<file path="src/rtl/tx_serializer_if.sv">
// Parallel-in handshake and serial-out status bundle for tx_serializer.
interface tx_serializer_if #(
  parameter int DATA_W = 10
);
  logic [DATA_W-1:0] par_data;
  logic              par_valid;
  logic              par_ready;
  logic              serial_out;
  logic              word_start;
  logic              underrun;
  logic              busy;

  modport master (
    output par_data, par_valid,
    input  par_ready, serial_out, word_start, underrun, busy
  );

  modport slave (
    input  par_data, par_valid,
    output par_ready, serial_out, word_start, underrun, busy
  );
endinterface

</file>
<file path="src/rtl/tx_serializer.sv">
// Parallel-to-serial transmitter with a one-word holding register and back-to-back words.
// Optional macro SER_IDLE_FILL_EN: on underrun keep shifting IDLE_WORD instead of going idle.
module tx_serializer #(
  parameter int              DATA_W    = 10,
  parameter bit              LSB_FIRST = 1'b0,
  parameter logic [DATA_W-1:0] IDLE_WORD = '0
) (
  input  logic          clk,
  input  logic          reset_n,
  tx_serializer_if.slave ser
);
  // state   | meaning
  // S_IDLE  | nothing on the line; serial_out 0, waiting for a held word
  // S_SHIFT | a word (data or idle fill) is being shifted out, cnt = bits left after this one

`ifdef SER_IDLE_FILL_EN
  localparam bit FILL_EN = 1'b1;
`else
  localparam bit FILL_EN = 1'b0;
`endif

  localparam int              CNT_W   = $clog2(DATA_W);
  localparam logic [CNT_W-1:0] CNT_TOP = CNT_W'(DATA_W - 1);

  typedef enum logic {S_IDLE, S_SHIFT} state_e;

  state_e              state_q, state_d;
  logic [CNT_W-1:0]    cnt_q, cnt_d;
  logic [DATA_W-1:0]   shift_q, shift_d;
  logic [DATA_W-1:0]   hold_q, hold_d;
  logic                hold_full_q, hold_full_d;
  logic                underrun_q, underrun_d;
  logic                at_boundary;
  logic                take_hold;
  logic                accept;

  // A word boundary is any edge in IDLE or the last-bit edge in SHIFT.
  assign at_boundary   = (state_q == S_IDLE) || (cnt_q == '0);
  assign take_hold     = at_boundary && hold_full_q;
  assign ser.par_ready = !hold_full_q || at_boundary;
  assign accept        = ser.par_valid && ser.par_ready;

  always_comb begin
    state_d     = state_q;
    cnt_d       = cnt_q;
    shift_d     = shift_q;
    underrun_d  = 1'b0;
    hold_d      = accept ? ser.par_data : hold_q;
    hold_full_d = accept || (hold_full_q && !take_hold);
    case (state_q)
      S_IDLE: begin
        if (hold_full_q) begin
          shift_d = hold_q;
          cnt_d   = CNT_TOP;
          state_d = S_SHIFT;
        end
      end
      S_SHIFT: begin
        if (cnt_q != '0) begin
          shift_d = LSB_FIRST ? {1'b0, shift_q[DATA_W-1:1]} : {shift_q[DATA_W-2:0], 1'b0};
          cnt_d   = cnt_q - CNT_W'(1);
        end else if (hold_full_q) begin
          shift_d = hold_q;
          cnt_d   = CNT_TOP;
        end else begin
          // Underrun: either fill with the idle pattern or drop back to a quiet line.
          underrun_d = 1'b1;
          shift_d    = FILL_EN ? IDLE_WORD : '0;
          cnt_d      = FILL_EN ? CNT_TOP : '0;
          state_d    = FILL_EN ? S_SHIFT : S_IDLE;
        end
      end
    endcase
  end

  always_ff @(posedge clk or negedge reset_n) begin
    if (!reset_n) begin
      state_q     <= S_IDLE;
      cnt_q       <= '0;
      shift_q     <= '0;
      hold_q      <= '0;
      hold_full_q <= 1'b0;
      underrun_q  <= 1'b0;
    end else begin
      state_q     <= state_d;
      cnt_q       <= cnt_d;
      shift_q     <= shift_d;
      hold_q      <= hold_d;
      hold_full_q <= hold_full_d;
      underrun_q  <= underrun_d;
    end
  end

  assign ser.serial_out = LSB_FIRST ? shift_q[0] : shift_q[DATA_W-1];
  assign ser.word_start = (state_q == S_SHIFT) && (cnt_q == CNT_TOP);
  assign ser.busy       = (state_q == S_SHIFT);
  assign ser.underrun   = underrun_q;

endmodule

</file>
<file path="src/flat_wrapper.sv">
// flat-port wrapper written by rule: the top's interface ports become plain ports
module tx_serializer_flat 
#(
  parameter int              DATA_W    = 10,
  parameter bit              LSB_FIRST = 1'b0,
  parameter logic [DATA_W-1:0] IDLE_WORD = '0
)
  (clk, reset_n, ser_par_data, ser_par_valid, ser_par_ready, ser_serial_out, ser_word_start, ser_underrun, ser_busy);
  tx_serializer_if #(.DATA_W(DATA_W)) ser_i ();
  input  logic clk;
  input  logic reset_n;
  input wire logic [$bits(ser_i.par_data)-1:0] ser_par_data;
  input wire logic [$bits(ser_i.par_valid)-1:0] ser_par_valid;
  output wire logic [$bits(ser_i.par_ready)-1:0] ser_par_ready;
  output wire logic [$bits(ser_i.serial_out)-1:0] ser_serial_out;
  output wire logic [$bits(ser_i.word_start)-1:0] ser_word_start;
  output wire logic [$bits(ser_i.underrun)-1:0] ser_underrun;
  output wire logic [$bits(ser_i.busy)-1:0] ser_busy;
  assign ser_i.par_data = ser_par_data;
  assign ser_i.par_valid = ser_par_valid;
  assign ser_par_ready = ser_i.par_ready;
  assign ser_serial_out = ser_i.serial_out;
  assign ser_word_start = ser_i.word_start;
  assign ser_underrun = ser_i.underrun;
  assign ser_busy = ser_i.busy;
  tx_serializer #(.DATA_W(DATA_W), .LSB_FIRST(LSB_FIRST), .IDLE_WORD(IDLE_WORD)) u_core (.clk(clk), .reset_n(reset_n), .ser(ser_i));
endmodule
</file>
<file path="config.mk">
export PLATFORM = sky130hd
export DESIGN_NAME = tx_serializer_flat
export DESIGN_NICKNAME = d
export VERILOG_FILES = /design/src/rtl/tx_serializer_if.sv /design/src/rtl/tx_serializer.sv /design/src/flat_wrapper.sv
export SDC_FILE = /design/constraint.sdc
export NUM_CORES = 1
export LEC_CHECK = 0
export ABC_AREA = 1
export CORE_UTILIZATION = 47
export DETAILED_ROUTE_END_ITERATION = 10
export PLACE_DENSITY = 0.7
export SLEW_MARGIN = 20
export SYNTH_ARGS = -nofsm -noshare
export SYNTH_HDL_FRONTEND = slang
export SYNTH_SLANG_ARGS = --single-unit
</file>
<file path="constraint.sdc">
create_clock -name clk -period 2.9 [get_ports clk]
set_clock_uncertainty 0.15 [all_clocks]
set_input_delay 0.58 -clock clk [delete_from_list [all_inputs] [get_ports clk]]
set_output_delay 0.58 -clock clk [all_outputs]
set_load 0.01 [all_outputs]
</file>
==> impl_metrics.csv <==
group,metric,value,unit
status,outcome,"complete, no violations",
floorplan,core_area,2730,um^2
route,routed-via-count,1041,
worst_setup_path,crit_slowest_cell,"dfrtp_1",
clocking,clock_latency,0.32,ns
clocking,clockRootBuffer,"clkbuf_4",
worst_setup_path,cp.arrival,1.82,ns
sta,rsz0062_at_grt,"false",
finish,final_area,1540,um^2
logic_synthesis,ys_ff_latch,27,
route,viasPerCell,5.13,
logic_synthesis,ys_warn_count,0,
route,drt-total-wl,2340,um
finish,drive_above_1_share,11.6,%
route,drt-pass1-iter-count,4,
sta,hold_viol_final,0,
sta,fmax,0.392,GHz
clocking,cts_resized,2,
floorplan,dieArea,3080,um^2
global_route,grt_pass1_vias,970,
power,vdd.ir_drop.worst,471,uV
finish,num-fill-cells,247,
finish,diodes,0,
finish,nets,189,
worst_setup_path,r2r_cells,9,
worst_setup_path,crit_type,"register to output pin",
worst_setup_path,cp_cell_sequence,"nand2_1 > nor2_1 > clkdlybuf4s50_1",
sta,worst_pin_slew,0.608,ns
logic_synthesis,ys.flop_type,"dfrtp_1",
route,first_iter_violations,9,
clocking,post_cts_buffers,0,
power,power_leakage,0.808,nW
clocking,clk_transition_reported_paths,0.14,ns
global_route,grtUsageTotal,17.4,%
clocking,h-tree-depth,1,
worst_setup_path,worstPathRequired,2.17,ns
worst_setup_path,rrSetupSlack,1.13,ns
clocking,cts_buffers,3,
sta,setup_viol,0,
global_route,antenna_found_initial,0,
global_route,gr-total-overflow,0,
hold_path,whs_path_depth,2,
power,p_total,1.42,mW
power,p_per_area,924,nW/um^2
worst_setup_path,r2r-end,"u_core.hold_q[0]",
worst_setup_path,startpoint_type,"register",
logic_synthesis,syn_area,1350,um^2
sta,finalCriticalPeriod,2.55,ns
worst_setup_path,crit_family,"flip-flops",
place,gp_congestion,0.850,
route,wl_per_cell,11.5,um
logic_synthesis,syn_area_per_cell,8.51,um^2
logic_synthesis,netlist_instances,158,
sta,report.final.slew_viol_count,0,
clocking,cts_tree,"done",
route,drtAntennaViolNets,0,
place,port_buffers,17,
run,max_cap_viol_count,0,
sta,fin_setup_tns,0,ns
logic_synthesis,async_reset_ff_share,100,%
floorplan,ios,18,
logic_synthesis,seq_area_frac_synth,50.2,%
clocking,ctsLongestPathBuffers,2,
finish,area_growth,14.4,%
logic_synthesis,synth_edf_count,0,
clocking,cts_num_sinks,27,
worst_setup_path,endpoint_kind,"output pin",
global_route,grt_max_degree,28,
hold_path,min_to,"u_core.hold_q[0]",
hold_path,min_from,"u_core.hold_q[0]",
global_route,grt_pass1_wl,4280,um
floorplan,fp.dieW,55.5,um
hold_path,hp-class,"register to register",
worst_setup_path,critical_path_buf_inv_count,1,
worst_setup_path,r2r_start,"u_core.cnt_q[0]",
place,post_dp_cell_area,1500,um^2
finish,utilization,56.3,%
clocking,postCtsHoldBufs,0,
place,dp_slack,0.330,ns
logic_synthesis,mappedNetlistNets,174,
floorplan,num_rows,19,
route,drcViolationCount,0,
sta,setup_ws,0.347,ns
logic_synthesis,synth_cell_types,21,
worst_setup_path,worstPathMaxFanout,15,
place,dp_hpwl,1650,um
floorplan,die_h,55.5,um
sta,post-route-period-util,88.0,%
floorplan,initial_utilization,49.2,%
worst_setup_path,slowest_delay,0.76,ns
sta,relSlewSlack,59.5,%
placed cells by master (no fill, tap or decap):
cell type and count:
nand3_1 31, nand2_4 3, ha_1 3, nor2_2 1, a21oi_1 9, nand2_8 1, o22ai_1 2, clkbuf_1 1
inv_2 1, nand2_1 33, inv_1 14, inv_4 1, clkdlybuf4s50_1 16, dlymetal6s2s_1 1, o21ai_0 1, nand4_1 1
xnor2_1 1, nand2_2 9, buf_4 1, clkbuf_4 3, dfrtp_1 27, nor2_1 12
how the worst max path moves through the flow:
stage	startpoint	end	cells past startpoint
6_report	u_core.ser.busy	ser_word_start	3
5_1_grt	u_core.ser.busy	ser_word_start	3
4_1_cts	u_core.cnt_q[0]	ser_par_ready	7
3_5_place_dp	u_core.cnt_q[0]	ser_par_ready	7
3_3_place_gp	u_core.cnt_q[0]	ser_par_ready	7
2_1_floorplan	u_core.cnt_q[0]	ser_par_ready	7
state kept, by name, summed over array words and instances (netlist names):
signal,count
u_core.ser.busy,1
u_core.shift_q,10
u_core.hold_full_q,1
u_core.cnt_q,4
u_core.hold_q,10
u_core.ser.underrun,1
kinds of logic after synthesis:
family / share of synthesized area [%]
xor gates and xnor gates: 0.651
AOI/OAI and AO/OA: 4.65
DFF: 50.2
adders and majority gates: 2.79
buffers and inverters: 9.49
and+or+nand+nor: 32.2
cell usage after synthesis, types with 2 or more instances:
cell	n	area, um^2
o22ai_1	2	12.5
nand3_1	31	155
buf_2	3	15.0
a21oi_1	9	45.0
inv_1	14	52.6
dfrtp_1	27	676
ha_1	3	37.5
nand2_4	3	33.8
nand2_2	10	62.6
nor2_1	12	45.0
nand2_1	33	124
buf_4	2	15.0
power by group:
| group | internal [mW] | switching, mW |
|---|---|---|
| clock network | 0.0539 | 0.108 |
| logic | 0.252 | 0.358 |
| registers | 0.529 | 0.121 |
cell type report:
class | instances | area [um^2] | share of cell area [%]
clock buffers | 4 | 26.3 | 1.71
inverters | 16 | 62.6 | 4.07
multi-input cells | 107 | 556 | 36.1
flip-flops and latches | 27 | 676 | 43.9
well taps | 31 | 38.8 | 2.52
repair buffers | 18 | 180 | 11.7
per-stage QoR:
stage | instances | hold slack [ns]
floorplan | 158 | 0.134
global placement | 199 | 0.319
detailed placement | 199 | 0.316
CTS | 203 | 0.350
global route | 203 | 0.396
finish | 203 | 0.346
worst register-to-register path, delay by kind of cell, from the launching register on:
kind	cells	cell delay, ns
flops	1	0.42
simple gates	6	0.70
fa+ha+maj	1	0.22
buf+inv	2	0.19
layer usage:
layer / part of all wire [%] / track usage [%] / vias to the layer above
li1: - / - / 529
met1: 49 / 25.2 / 481
met2: 46 / 25.8 / 27
met3: 4.6 / 3.51 / 4
met4: 1.1 / 6.79 / 0
met5: 0 / 0 / -
Note: power is estimated with default switching activity, not from simulation.
